==> src/rtl/irq_pending_ctrl.sv <==
// irq_pending_ctrl: request synchroniser, masked pending latch and highest-index presenter.
// Build option IRQ_EDGE_DETECT_EN: pend on rising edge of the synchronised level.
module irq_pending_ctrl #(
    parameter int N           = 8,
    parameter int IDW         = 3,
    parameter int SYNC_STAGES = 2
) (
    input  logic           clk,
    input  logic           rst_n,
    input  logic [N-1:0]   req,
    input  logic [N-1:0]   mask,
    output logic [N-1:0]   pend_o,
    output logic           irq_valid,
    output logic [IDW-1:0] irq_id,
    input  logic           irq_ack,
    output logic [N-1:0]   ovf,
    input  logic           ovf_clr
);

    typedef enum logic [1:0] {
        IDLE,
        PRESENT,
        SETTLE
    } state_t;

    state_t         state;
    state_t         state_nx;
    logic [N-1:0]   sync_q [SYNC_STAGES];
    logic [N-1:0]   lvl;
    logic [N-1:0]   detect;
    logic [N-1:0]   clr;
    logic [N-1:0]   pending;
    logic [N-1:0]   pend_nx;
    logic [N-1:0]   ovf_nx;
    logic [IDW-1:0] top_id;
    logic           ack_fire;
    logic           load;

    always_ff @(posedge clk or negedge rst_n) begin
        if (!rst_n) begin
            for (int s = 0; s < SYNC_STAGES; s++) sync_q[s] <= '0;
        end else begin
            sync_q[0] <= req;
            for (int s = 1; s < SYNC_STAGES; s++) sync_q[s] <= sync_q[s-1];
        end
    end

    assign lvl = sync_q[SYNC_STAGES-1];

`ifdef IRQ_EDGE_DETECT_EN
    logic [N-1:0] lvl_q;

    always_ff @(posedge clk or negedge rst_n) begin
        if (!rst_n) lvl_q <= '0;
        else        lvl_q <= lvl;
    end

    assign detect = lvl & ~lvl_q;
`else
    assign detect = lvl;
`endif

    always_comb begin
        clr = '0;
        if (ack_fire) clr[irq_id] = 1'b1;
    end

    // Set beats the ack-clear, so a coincident request re-pends.
    assign pend_nx = detect | (pending & ~clr);
    assign ovf_nx  = (detect & pending & ~clr) | (ovf_clr ? '0 : ovf);

    always_comb begin
        top_id = '0;
        for (int i = 0; i < N; i++) begin
            if (pend_o[i]) top_id = IDW'(i);
        end
    end

    always_comb begin
        state_nx = state;
        load     = 1'b0;
        ack_fire = 1'b0;
        case (state)
            IDLE: begin
                if (|pend_o) begin
                    load     = 1'b1;
                    state_nx = PRESENT;
                end
            end
            PRESENT: begin
                if (irq_ack) begin
                    ack_fire = 1'b1;
                    state_nx = SETTLE;
                end
            end
            SETTLE:  state_nx = IDLE;
            default: state_nx = IDLE;
        endcase
    end

    always_ff @(posedge clk or negedge rst_n) begin
        if (!rst_n) begin
            state     <= IDLE;
            pending   <= '0;
            pend_o    <= '0;
            ovf       <= '0;
            irq_valid <= 1'b0;
            irq_id    <= '0;
        end else begin
            state   <= state_nx;
            pending <= pend_nx;
            pend_o  <= pending & mask;
            ovf     <= ovf_nx;
            if (load) begin
                irq_valid <= 1'b1;
                irq_id    <= top_id;
            end else if (ack_fire) begin
                irq_valid <= 1'b0;
            end
        end
    end

endmodule

==> config.mk <==
export PLATFORM = sky130hd
export DESIGN_NAME = irq_pending_ctrl
export DESIGN_NICKNAME = d
export VERILOG_FILES = /design/src/rtl/irq_pending_ctrl.sv
export SDC_FILE = /design/constraint.sdc
export NUM_CORES = 1
export LEC_CHECK = 0
export CAP_MARGIN = 20
export CORE_MARGIN = 3
export CORE_UTILIZATION = 46
export CTS_CLUSTER_SIZE = 8
export DETAILED_ROUTE_END_ITERATION = 10
export HOLD_SLACK_MARGIN = 0.1
export PLACE_DENSITY_LB_ADDON = 0.1
export SYNTH_ARGS = -nofsm -noshare
export SYNTH_HDL_FRONTEND = slang
export SYNTH_SLANG_ARGS = --single-unit
==> constraint.sdc <==
create_clock -name clk -period 1.6 [get_ports clk]
set_input_delay 0.32 -clock clk [delete_from_list [all_inputs] [get_ports clk]]
set_output_delay 0.32 -clock clk [all_outputs]
set_load 0.03 [all_outputs]
==> run_results.csv, run 1 <==
group,metric,value,unit
global_routing,gr-total-overflow,0,
cts,cts_root_buffer,"clkbuf_4",
drt,drt_iter0_drc,46,
drt,wl,3140,µm
timing,layout_setup_ws,0.0508,ns
power_and_ir_drop,report.power.total,0.00249,W
yosys,synth_cell_types,21,
worst_setup_path,worstPathArrival,1.23,ns
power_and_ir_drop,seqPwrFrac,0.552,
yosys,ys_top_cells_by_count,"dfrtp_1 (46), inv_1 (10), nand3_1 (10)",
worst_setup_path,slowest_stage,"dfrtp_1",
worst_setup_path,crit_fanout,4,
cts,clk_pin_slew,0.12,ns
global_routing,grt_start_max_net_pins,29,
power_and_ir_drop,clkPwrFrac,0.209,
die,coreArea,3200,µm²
die,initial_core_util,0.503,
worst_setup_path,worstSetupEndpointType,"output pin",
global_routing,antenna_found_initial,0,
placed_design,place.gp.congestion,0.855,
timing,tightest_slew,0.444,ns
cells_and_area,antenna_cells,0,
worst_setup_path,crit_path_max_incr_delay,0.48,ns
timing,finalCriticalPeriod,1.55,ns
yosys,syn_inst,122,
yosys,synth_nets,142,
placed_design,post-place-cells,211,
worst_setup_path,critPathBufInv,1,
power_and_ir_drop,p_leak,0.936,nW
power_and_ir_drop,power_density,1160,nW/µm²
yosys,ys_seq_area_frac,0.715,
power_and_ir_drop,internal-power,0.00170,W
outcome,status,"finished, final reports clean",
cells_and_area,nNetsFinal,195,
timing,fmax,645,MHz
power_and_ir_drop,vdd_drop_max,0.753,mV
drt,drc,0,
yosys,synth_top_cell_area_share,0.715,
timing,relSlewSlack,0.704,
cells_and_area,final_cells,220,
power_and_ir_drop,power.share.combinational,0.239,
drt,wl_per_cell,14.3,µm
die,dieArea,4250,µm²
worst_setup_path,crit_chain,"clkdlybuf4s15_1",
cells_and_area,drive_gt1_frac,0.102,
cts,cts-buffers-inserted,5,
worst_setup_path,cp_top_family,"flip-flops",
global_routing,grt_pass1_vias,1203,
placed_design,io_buffers,39,
timing,clock_skew,0.0110,ns
yosys,syn_area,1610,µm²
yosys,synth_edf_count,0,
job,cap_violations,0,
worst_setup_path,crit_type,"reg2out",
die,die_x,65.2,µm
timing,finalHoldViolations,0,
yosys,yosysMostFrequentCell,"dfrtp_1",
timing,setup_violations,0,
timing,rsz0062_at_grt,"no",
die,fp-row-count,20,
placed_design,place_hpwl,2380,µm
cts,clk_path_buf_depth,2,
global_routing,grt_pass1_wl,5350,µm
power_and_ir_drop,p_sw_frac,0.318,
min_path,hold_class,"reg2reg",
worst_setup_path,startpoint_type,"flip-flop",
yosys,ys_warn_count,0,
drt,ant_nets,0,
die,die_h,65.2,µm
drt,dr.pass1.iters,4,
drt,vias,1086,
global_routing,grt_use_total,0.169,
timing,slew_violations,0,
cts,htreeDepth,2,
cts,cts.sinks,46,
cts,clk_latency,0.35,ns
die,num_io_pins,40,
cells_and_area,utilization,0.670,
yosys,synthTopCellsByArea,"dfrtp_1 (71%), a21o_1 (3.7%), and2_1 (3.1%)",
cells_and_area,synthToLayoutAreaGrowth,33.3,%
drt,vias_per_cell,4.94,
yosys,yosysTopAreaCell,"dfrtp_1",
timing,fin_crit_sh,0.968,
cts,cts_tree,"built",
power_and_ir_drop,p_sw,0.000792,W
worst_setup_path,crit_required,1.28,ns
yosys,synthArstFlopShare,1.00,
yosys,syn_avg_cell_area,13.2,µm²
yosys,synth-seq-cells,46,
placed_design,dp_slack,-0.0199,ns
yosys,synth-main-ff-cell,"dfrtp_1",
==> kinds of logic (layout without fill, tap and decap cells) <==
group	after synthesis	after routing	share of synthesized area
simple gates	39	39	0.147
flops	46	46	0.715
buf+inv	10	64	0.0233
compound gates	27	27	0.115
==> final timing paths <==
| check | from | end | slack (ns) | cells after the start |
|---|---|---|---|---|
| setup / recovery | pend_o[2] | pend_o[2] | 0.05 | 1 |
| setup reg to reg | pend_o[5] | irq_id[0] | 0.25 | 5 |
| max in group asynchronous | rst_n | pending[0] | 0.69 | 3 |
| hold reg to reg | sync_q[8] | detect[0] | 0.36 | 0 |
| min in group asynchronous | rst_n | irq_valid | 0.43 | 2 |
| hold / removal | sync_q[8] | detect[0] | 0.36 | 0 |
==> final cells by class <==
| cell class | instances | area (µm²) |
|---|---|---|
| flip-flops and latches | 46 | 1150 |
| fillers | 273 | 1060 |
| repair buffers | 46 | 427 |
| multi-input cells | 66 | 422 |
| well taps | 44 | 55.1 |
| clock buffers | 6 | 41.3 |
| inverters | 10 | 37.5 |
| clock inverters | 2 | 13.8 |
==> layout by cell type, fill, tap and decap left out, drive strengths merged, types with 6 or more instances in the layout <==
cell type and count:
dfrtp 46, buf 7, clkbuf 7, o21ai 10, inv 10, a21o 8, clkdlybuf4s50 18, dlygate4sd2 17
nor2 6, nand3 10, and2 8, nand2 8
==> power groups by stage <==
stage          Combinational (W)  Sequential, W  Clock [W]
4_1_cts                 0.000602        0.00138   0.000550
2_1_floorplan           0.000158        0.00156          0
3_3_place_gp            0.000640        0.00139          0
5_1_grt                 0.000642        0.00140   0.000604
3_5_place_dp            0.000650        0.00140          0
6_report                0.000596        0.00138   0.000520
==> per-layer routing <==
metal	wire length, µm	up-vias	track usage	part of all wire
met5	0	-	0	0
met4	61	0	0.0881	0.019
met3	177	7	0.0513	0.056
met2	1580	32	0.284	0.50
met1	1320	531	0.194	0.42
li1	-	516	-	-
==> state kept, by name, summed over array words and instances, names as in the netlist <==
name,cells
detect,8
irq_id,3
irq_valid,1
ovf,8
pend_o,8
pending,8
state,2
sync_q,8
==> through the flow <==
stage	hold slack [ns]	setup TNS, ns	instance area, µm²
6_report	0.363	0	2150
5_1_grt	0.349	0	2150
4_1_cts	0.364	0	2150
3_5_place_dp	0.291	-0.0199	2110
3_3_place_gp	0.290	0	2110
2_1_floorplan	0.0244	0	1610
==> repair_timing <==
item | 4_1_cts | 5_1_grt
endpoints found under the setup margin | 20 | 3
buffers inserted | 0 | 0
gates resized for setup | 20 | 4
hold buffers | 1 | 0
endpoints found under the hold margin | 18 | 0
(Power assumes the default switching activity.)
==> run 2: changes to the inputs <==
--- a/constraint.sdc
+++ b/constraint.sdc
@@ -3,2 +3,2 @@
 set_output_delay 0.32 -clock clk [all_outputs]
-set_load 0.03 [all_outputs]
+set_load 0.01 [all_outputs]
==> run 2 against run 1 <==
Effect of this change: clock power shrank 3%; sequential share of layout area shrank 2.4 points; routed wire length grew 1.5%; critical path depth grew 5; worst setup slack gained 0.067 ns; non-clock buffer count grew 7; global-route usage shrank 0.56 points; fmax grew 4.5%; largest power group unchanged.
==> run_results.csv, run 2 (synthesis gave the netlist of run 1 again) <==
group,metric,value,unit
die,initial_core_util,0.503,
timing,tns,0,ns
cts,clk_latency,0.34,ns
worst_setup_path,crit_fanout,5,
cells_and_area,layout_common_cells,"dfrtp_1 (41), clkdlybuf4s50_1 (18), dlymetal6s2s_1 (16)",
worst_setup_path,worstSetupEndpointType,"flip-flop",
die,die_h,65.2,µm
cts,clk_path_buf_depth,2,
worst_setup_path,cp_top_family,"flip-flops",
worst_setup_path,crit_required,1.87,ns
cts,htreeDepth,2,
die,die_x,65.2,µm
global_routing,grt_use_total,0.164,
cells_and_area,final_common_cell,"dfrtp_1",
timing,finalCriticalPeriod,1.48,ns
cells_and_area,fillCellCount,254,
drt,drc,0,
timing,setup_violations,0,
cells_and_area,drive_gt1_frac,0.154,
power_and_ir_drop,p_leak,1.07,nW
timing,rsz0062_at_grt,"no",
power_and_ir_drop,power_density,1070,nW/µm²
placed_design,place.gp.congestion,0.793,
drt,ant_nets,0,
global_routing,grt_start_max_net_pins,29,
timing,relSlewSlack,0.699,
drt,dr.pass1.iters,4,
cts,cts-buffers-inserted,5,
worst_setup_path,crit_chain,"buf_4 > buf_4 > nor4_4 > a211oi_4 > o311ai_1 > o21a_1",
cts,cts_tree,"built",
worst_setup_path,cp.depth,6,
worst_setup_path,rr_worst_depth,6,
global_routing,grt_pass1_vias,1154,
timing,slew_violations,0,
cts,cts.sinks,46,
timing,fin_crit_sh,0.927,
drt,drt_iter0_drc,128,
worst_setup_path,cpMostUsedCell,"buf_4",
timing,finalHoldViolations,0,
cells_and_area,nNetsFinal,202,
worst_setup_path,worstPathArrival,1.76,ns
die,coreArea,3200,µm²
worst_setup_path,crit_path_max_incr_delay,0.40,ns
timing,clock_skew,0.0102,ns
worst_setup_path,reg2reg_setup_slack,0.12,ns
global_routing,grt_pass1_wl,5240,µm
placed_design,place_hpwl,2240,µm
worst_setup_path,startpoint_type,"flip-flop",
die,num_io_pins,40,
timing,fmax,674,MHz
cells_and_area,utilization,0.706,
min_path,hold_depth,0,
drt,wl,3180,µm
placed_design,io_buffers,39,
job,cap_violations,0,
drt,wl_per_cell,14.1,µm
cells_and_area,antenna_cells,0,
cts,clk_pin_slew,0.12,ns
worst_setup_path,critPathBufInv,2,
die,fp-row-count,20,
worst_setup_path,slowest_stage,"dfrtp_1",
global_routing,gr-total-overflow,0,
global_routing,antenna_found_initial,0,
timing,tightest_slew,0.451,ns
die,dieArea,4250,µm²
cells_and_area,synthToLayoutAreaGrowth,40.4,%
worst_setup_path,crit_type,"reg2reg",
drt,vias,1141,
min_path,hold_class,"reg2reg",
outcome,status,"finished, final reports clean",
power_and_ir_drop,vdd_drop_max,0.678,mV
cts,cts_root_buffer,"clkbuf_4",
drt,vias_per_cell,5.05,
## run 2: cell count changes in the layout (fill, tap and decap cells not counted), sizes merged
cell / previous run / this run
buf: 7 / 14
dlygate4sd2: 17 / 4
dlymetal6s2s: 0 / 16
clkdlybuf4s15: 2 / 0
clkbuf: 7 / 6
clkinv: 2 / 0
clkinvlp: 0 / 1
## run 2: metal layers
metal / up-vias / track usage / part of all wire
met3: 2 / 0.0462 / 0.053
li1: 532 / - / -
met2: 41 / 0.276 / 0.52
met5: - / 0 / 0
met1: 566 / 0.206 / 0.43
met4: 0 / 0.0466 / 0.0025
## run 2: layout make-up
cell class	count	area, µm²	area share
well taps	44	55.1	0.0243
multi-input cells	66	422	0.186
inverters	10	37.5	0.0166
clock buffers	6	41.3	0.0183
clock inverters	1	7.51	0.00332
repair buffers	53	541	0.239
flip-flops and latches	46	1160	0.512
## run 2: metrics by stage
stage               area, µm²  instances  hold slack (ns)  setup slack (ns)  total power, W
finish                   2260        226            0.361             0.117         0.00242
global route             2260        226            0.374            0.0353         0.00257
CTS                      2210        224            0.363           0.00378         0.00244
detailed placement       2070        206            0.296            0.0327         0.00189
global placement         2070        206            0.289            0.0404         0.00188
floorplan                1610        122           0.0244             0.374         0.00160
## run 2: path summary, 6_finish.rpt
kind | from | end
max in group asynchronous | rst_n | pend_o[2]
min in group asynchronous | rst_n | pending[7]
min reg2reg | sync_q[14] | detect[6]
max reg2reg | pend_o[1] | irq_id[0]
min | sync_q[14] | detect[6]
max | pend_o[1] | irq_id[0]
## run 2: where the power goes
part	switching (W)	internal [W]
combinational	0.000246	0.000304
clock	0.000338	0.000165
sequential	0.0000840	0.00129
total	0.000668	0.00175
## run 2: repair_timing
item,4_1_cts,5_1_grt
resized for setup,9,16
setup endpoints to repair,13,16
endpoints found under the hold margin,18,0
hold buffers,1,0
buffers inserted,10,2
